<file path="config.mk">
export PLATFORM = sky130hd
export DESIGN_NAME = mem_arbiter
export DESIGN_NICKNAME = d
export VERILOG_FILES = /design/src/rtl/mem_arbiter.sv
export SDC_FILE = /design/constraint.sdc
export NUM_CORES = 1
export LEC_CHECK = 0
export CAP_MARGIN = 20
export CORE_MARGIN = 10
export CORE_UTILIZATION = 23
export DETAILED_ROUTE_END_ITERATION = 16
export GPL_ROUTABILITY_DRIVEN = 0
export PLACE_DENSITY = 0.66
export REMOVE_ABC_BUFFERS = 1
export SLEW_MARGIN = 15
export SYNTH_ARGS = -nofsm -noshare
export SYNTH_HDL_FRONTEND = slang
export SYNTH_SLANG_ARGS = --single-unit
</file>
<file path="constraint.sdc">
create_clock -name clk -period 2 [get_ports clk]
set_input_delay 0.6 -clock clk [delete_from_list [all_inputs] [get_ports clk]]
set_output_delay 0.6 -clock clk [all_outputs]
set_load 0.05 [all_outputs]
</file>
<file path="src/rtl/mem_arbiter.sv">
// -----------------------------------------------------------------------------
// mem_arbiter
//   Shares one single-port memory between an instruction-fetch port and a
//   data (load/store) port. Data normally has priority; a saturating starvation
//   counter guarantees that a pending fetch wins after STARVE_MAX consecutive
//   data grants. Each access waits for m_rdy, bounded by TIMEOUT cycles; a
//   timed-out access raises err, spends one RECOVER cycle and is dropped.
//
// Ports
//   clk, rst_n                  clock, asynchronous active-low reset
//   hlt                         CPU halted: no new instruction grants
//   i_req/i_addr                fetch request and address
//   i_rdata/i_rdy               fetched word and completion pulse
//   d_req/d_we/d_addr/d_wdata   data request, direction, address, store data
//   d_rdata/d_rdy               load data and completion pulse
//   m_en/m_we/m_addr/m_wdata    memory request side
//   m_rdata/m_rdy               memory response side
//   err                         one-cycle access timeout pulse
// -----------------------------------------------------------------------------
module mem_arbiter #(
  parameter int STARVE_MAX = 4,
  parameter int TIMEOUT    = 255
) (
  input  logic        clk,
  input  logic        rst_n,
  input  logic        hlt,
  input  logic        i_req,
  input  logic [15:0] i_addr,
  output logic [15:0] i_rdata,
  output logic        i_rdy,
  input  logic        d_req,
  input  logic        d_we,
  input  logic [15:0] d_addr,
  input  logic [15:0] d_wdata,
  output logic [15:0] d_rdata,
  output logic        d_rdy,
  output logic        m_en,
  output logic        m_we,
  output logic [15:0] m_addr,
  output logic [15:0] m_wdata,
  input  logic [15:0] m_rdata,
  input  logic        m_rdy,
  output logic        err
);

  localparam logic [1:0] S_IDLE    = 2'd0;
  localparam logic [1:0] S_I_BUSY  = 2'd1;
  localparam logic [1:0] S_D_BUSY  = 2'd2;
  localparam logic [1:0] S_RECOVER = 2'd3;

  localparam int SW = (STARVE_MAX < 1) ? 1 : $clog2(STARVE_MAX + 1);
  localparam int WW = (TIMEOUT < 2) ? 1 : $clog2(TIMEOUT + 1);

  localparam logic [SW-1:0] STARVE_TOP = SW'(STARVE_MAX);
  // Value the wait counter holds during the last permitted BUSY cycle.
  localparam logic [WW-1:0] WAIT_LAST  = WW'(TIMEOUT - 1);

  logic [1:0]    state_q, state_d;
  logic [SW-1:0] starve_q, starve_d;
  logic [WW-1:0] wait_q, wait_d;
  logic [15:0]   m_addr_q, m_addr_d;
  logic [15:0]   m_wdata_q, m_wdata_d;
  logic          m_we_q, m_we_d;

  logic busy;
  logic inst_ok;
  logic grant_i;
  logic grant_d;
  logic timeout;

  assign busy    = (state_q == S_I_BUSY) || (state_q == S_D_BUSY);
  assign inst_ok = i_req && !hlt;

  // Instruction wins only if data is absent or the data port has used up
  // its run of consecutive grants against a pending fetch.
  assign grant_i = (state_q == S_IDLE) && inst_ok &&
                   (!d_req || (starve_q == STARVE_TOP));
  assign grant_d = (state_q == S_IDLE) && d_req && !grant_i;

  // Fires in the TIMEOUT-th BUSY cycle if memory still has not answered.
  assign timeout = busy && !m_rdy && (wait_q == WAIT_LAST);

  always_comb begin
    state_d   = state_q;
    starve_d  = starve_q;
    wait_d    = wait_q;
    m_addr_d  = m_addr_q;
    m_wdata_d = m_wdata_q;
    m_we_d    = m_we_q;
    case (state_q)
      S_IDLE: begin
        if (!i_req) begin
          starve_d = '0;
        end
        if (grant_i) begin
          state_d  = S_I_BUSY;
          starve_d = '0;
          wait_d   = '0;
          m_addr_d = i_addr;
          m_we_d   = 1'b0;
        end else if (grant_d) begin
          state_d   = S_D_BUSY;
          wait_d    = '0;
          m_addr_d  = d_addr;
          m_we_d    = d_we;
          m_wdata_d = d_wdata;
          if (inst_ok && (starve_q != STARVE_TOP)) begin
            starve_d = starve_q + 1'b1;
          end
        end
      end
      S_I_BUSY, S_D_BUSY: begin
        if (m_rdy) begin
          state_d = S_IDLE;
        end else if (timeout) begin
          state_d = S_RECOVER;
        end else begin
          wait_d = wait_q + 1'b1;
        end
      end
      default: begin
        // RECOVER: single dead cycle after a timeout.
        state_d = S_IDLE;
      end
    endcase
  end

  always_ff @(posedge clk or negedge rst_n) begin
    if (!rst_n) begin
      state_q   <= S_IDLE;
      starve_q  <= '0;
      wait_q    <= '0;
      m_addr_q  <= 16'h0000;
      m_wdata_q <= 16'h0000;
      m_we_q    <= 1'b0;
    end else begin
      state_q   <= state_d;
      starve_q  <= starve_d;
      wait_q    <= wait_d;
      m_addr_q  <= m_addr_d;
      m_wdata_q <= m_wdata_d;
      m_we_q    <= m_we_d;
    end
  end

  // Request-side outputs come straight from state so that an asynchronous
  // reset removes m_en and any rdy pulse without waiting for a clock edge.
  assign m_en    = busy;
  assign m_we    = m_we_q && busy;
  assign m_addr  = m_addr_q;
  assign m_wdata = m_wdata_q;

  assign i_rdy   = (state_q == S_I_BUSY) && m_rdy;
  assign d_rdy   = (state_q == S_D_BUSY) && m_rdy;
  assign i_rdata = m_rdata;
  assign d_rdata = m_rdata;
  assign err     = timeout;

endmodule

</file>
==> metrics.yaml <==
yosys:
  ys_seq_elements: 46
  ys.flop_type: "dfrtp_1"
  async_reset_ff_share_pct: 100
  seq_area_frac_synth_pct: 45.1
  synth_edf_count: 0
  syn_avg_cell_area_um2: 10.8
  synth_cells: 237
  yosys.cell_types.count: 40
  yosys_warnings: 0
  netlist_area_mm2: 0.00255
cells_and_area:
  stdcell_count: 469
  finalNetCount: 407
  layout_common_cells: "buf_4, clkdlybuf4s50_1, dfrtp_1"
  mostFrequentLayoutCell: "buf_4"
  register_area_mm2: 0.00115
  antenna_cells: 0
  post-route-cell-area_mm2: 0.00375
  syn2layout_area_growth_pct: 47.1
  multi_input_area_mm2: 0.00111
  final_layout_size_suffix_gt1_share_pct: 33.1
  fillers: 1093
placement:
  dp_cells: 451
  place_hpwl_um: 5690
  preCtsSetupSlack_ns: -0.293
  portBuffers: 91
  dpl_cell_area_mm2: 0.00349
worst_setup_path:
  r2r_cells: 8
  rr_endpoint: "state_q[0]"
  crit_fanout: 3
  cp.arrival_ns: 1.52
  r2r_slack_ns: 0.07
  cp.required_ns: 1.40
  worstSetupEndpointType: "output pin"
  worstSetupStartpointType: "flop"
  crit_start: "state_q[1]"
  crit_type: "reg -> out"
  timing.rr.start: "wait_q[0]"
global_routing:
  grt_overflow: 0
  grt_max_degree: 34
  grt_pass1_wl_um: 11500
  grt_pass1_vias: 2145
  grt_usage_pct: 8.89
  antenna_found_initial: 0
sta:
  timing.final.crit_share_pct: 106
  setup_viol_count_final: 3
  tightestPinTransition_ns: 0.434
  finalMaxSlewViolations: 0
  setup_ws_ns: -0.121
  fmax_ghz: 0.471
  finalHoldViolations: 0
  rsz0062_at_grt: "yes"
  whs_ns: 0.217
  slew_headroom_pct: 71.0
  fin_skew_ns: 0.00899
  period_minus_slack_ns: 2.12
run_status:
  status: "finished with violations"
  violations: "negative setup slack"
floorplanning:
  die-height_um: 125
  die-area_mm2: 0.0157
  core_mm2: 0.0108
  fp-row-count: 38
  die_w_um: 125
  initial_core_util_pct: 23.5
  io_pins: 140
routing:
  drt_wl_total_um: 7410
  drt_iter0_drc: 81
  drt-pass1-iter-count: 4
  routed_via_density: 4.34
  route.detailed.drc: 0
  ant_nets: 0
  vias: 2034
  avgRoutedWirePerCell_um: 15.8
pwr:
  vdd_drop_max_uv: 778
  p_int_mw: 3.24
  switching_power_mw: 2.95
  comb_power_share_pct: 64.0
  clkPwrFrac_pct: 9.9
  power.share.sequential_pct: 26.2
  swShare_pct: 47.7
  p_per_area_mw_per_mm2: 1650
  p_leak_nw: 1.82
run:
  max-cap-violations: 0
clock_tree:
  cts_root_buffer: "clkbuf_8"
  clk_latency_ns: 0.31
  clockBufferDepth: 2
  cts_buffers: 5
  tritoncts: "built"
  cts_num_sinks: 46
  clk_pin_slew_ns: 0.10
  htreeDepth: 2
min_path:
  hold_path.class: "in -> async"
-- state kept, by name, summed over array words and instances, names as in the netlist --
| register | flops |
|---|---|
| m_addr | 16 |
| m_wdata | 16 |
| m_we_q | 1 |
| starve_q | 3 |
| state_q | 2 |
| wait_q | 8 |
-- power groups by stage --
stage	Clock, mW	Combinational [mW]	Sequential (mW)
2_1_floorplan	0	1.17	2.73
3_3_place_gp	0	3.62	1.63
3_5_place_dp	0	3.68	1.65
4_1_cts	0.653	3.87	1.62
5_1_grt	0.682	4.22	1.68
6_report	0.612	3.96	1.62
-- worst max path at each step --
stage,slack [ns],endpoint,cells past startpoint
2_1_floorplan,-0.95,err,4
3_3_place_gp,-0.26,err,5
3_5_place_dp,-0.29,err,5
4_1_cts,-0.14,err,6
5_1_grt,-0.22,err,6
6_report,-0.12,err,6
-- cells by family after synthesis --
| logic type | Yosys count | synth area share, % |
|---|---|---|
| AND/OR/NAND/NOR | 57 | 12.3 |
| AO/OA/AOI/OAI | 42 | 10.0 |
| flip-flops | 46 | 45.1 |
| adder cells (fa/ha/maj) | 8 | 3.92 |
| buffers and inverters | 50 | 13.3 |
| multiplexers | 34 | 15.4 |
-- through the flow --
step | TNS [ns] | total power, mW | util [%]
finish | -0.183 | 6.19 | 34.6
detailed placement | -8.00 | 5.33 | 32.2
CTS | -0.227 | 6.14 | 33.6
global placement | -6.59 | 5.25 | 32.2
global route | -0.763 | 6.58 | 34.6
floorplan | -4.51 | 3.91 | -
-- synthesized netlist by cell type, types with 2 or more instances --
cell	instances	area, µm²
dfrtp_1	46	1150
buf_4	33	248
nand2_1	24	90.1
o21ai_0	20	100
mux2i_1	16	160
inv_1	10	37.5
ha_1	8	100
mux2_4	8	120
mux2_2	7	78.8
nand3_1	7	35.0
a31oi_1	6	37.5
nand2b_1	5	31.3
a21oi_1	4	20.0
and2_1	4	25.0
clkbuf_1	3	11.3
mux2_1	3	33.8
nand4_1	3	18.8
o211ai_1	3	22.5
and3_1	2	12.5
buf_6	2	22.5
nor2b_1	2	12.5
or3_1	2	12.5
or4_1	2	15.0
-- what timing repair did --
item                       4_1_cts  5_1_grt
setup buffers                    5        4
cloned                           0        2
resized for setup                8        8
hold buffers                     0        0
setup endpoints to repair        5        7
-- layer usage --
layer | GRT usage, % | vias to the layer above | routed length, µm
met5 | 0.310 | - | 0
met4 | 1.63 | 0 | 45
met3 | 4.31 | 7 | 673
met2 | 13.9 | 89 | 3400
met1 | 11.0 | 967 | 3290
li1 | - | 971 | -
-- cell type report --
type | count | area share [%]
tap | 140 | 4.67
timing repair buffer | 124 | 31.5
clock buffer | 5 | 1.83
inverter | 10 | 1.00
multi-input combinational | 141 | 29.6
sequential | 46 | 30.7
clock inverter | 3 | 0.667
-- worst max-delay path: stages, from the launching register on --
cell and delay [ns]:
dfrtp_1 0.39, inv_2 0.07, ha_4 0.28, nand2b_4 0.06
nor3_4 0.19, buf_6 0.12, buf_12 0.12
(Power assumes the default switching activity.)
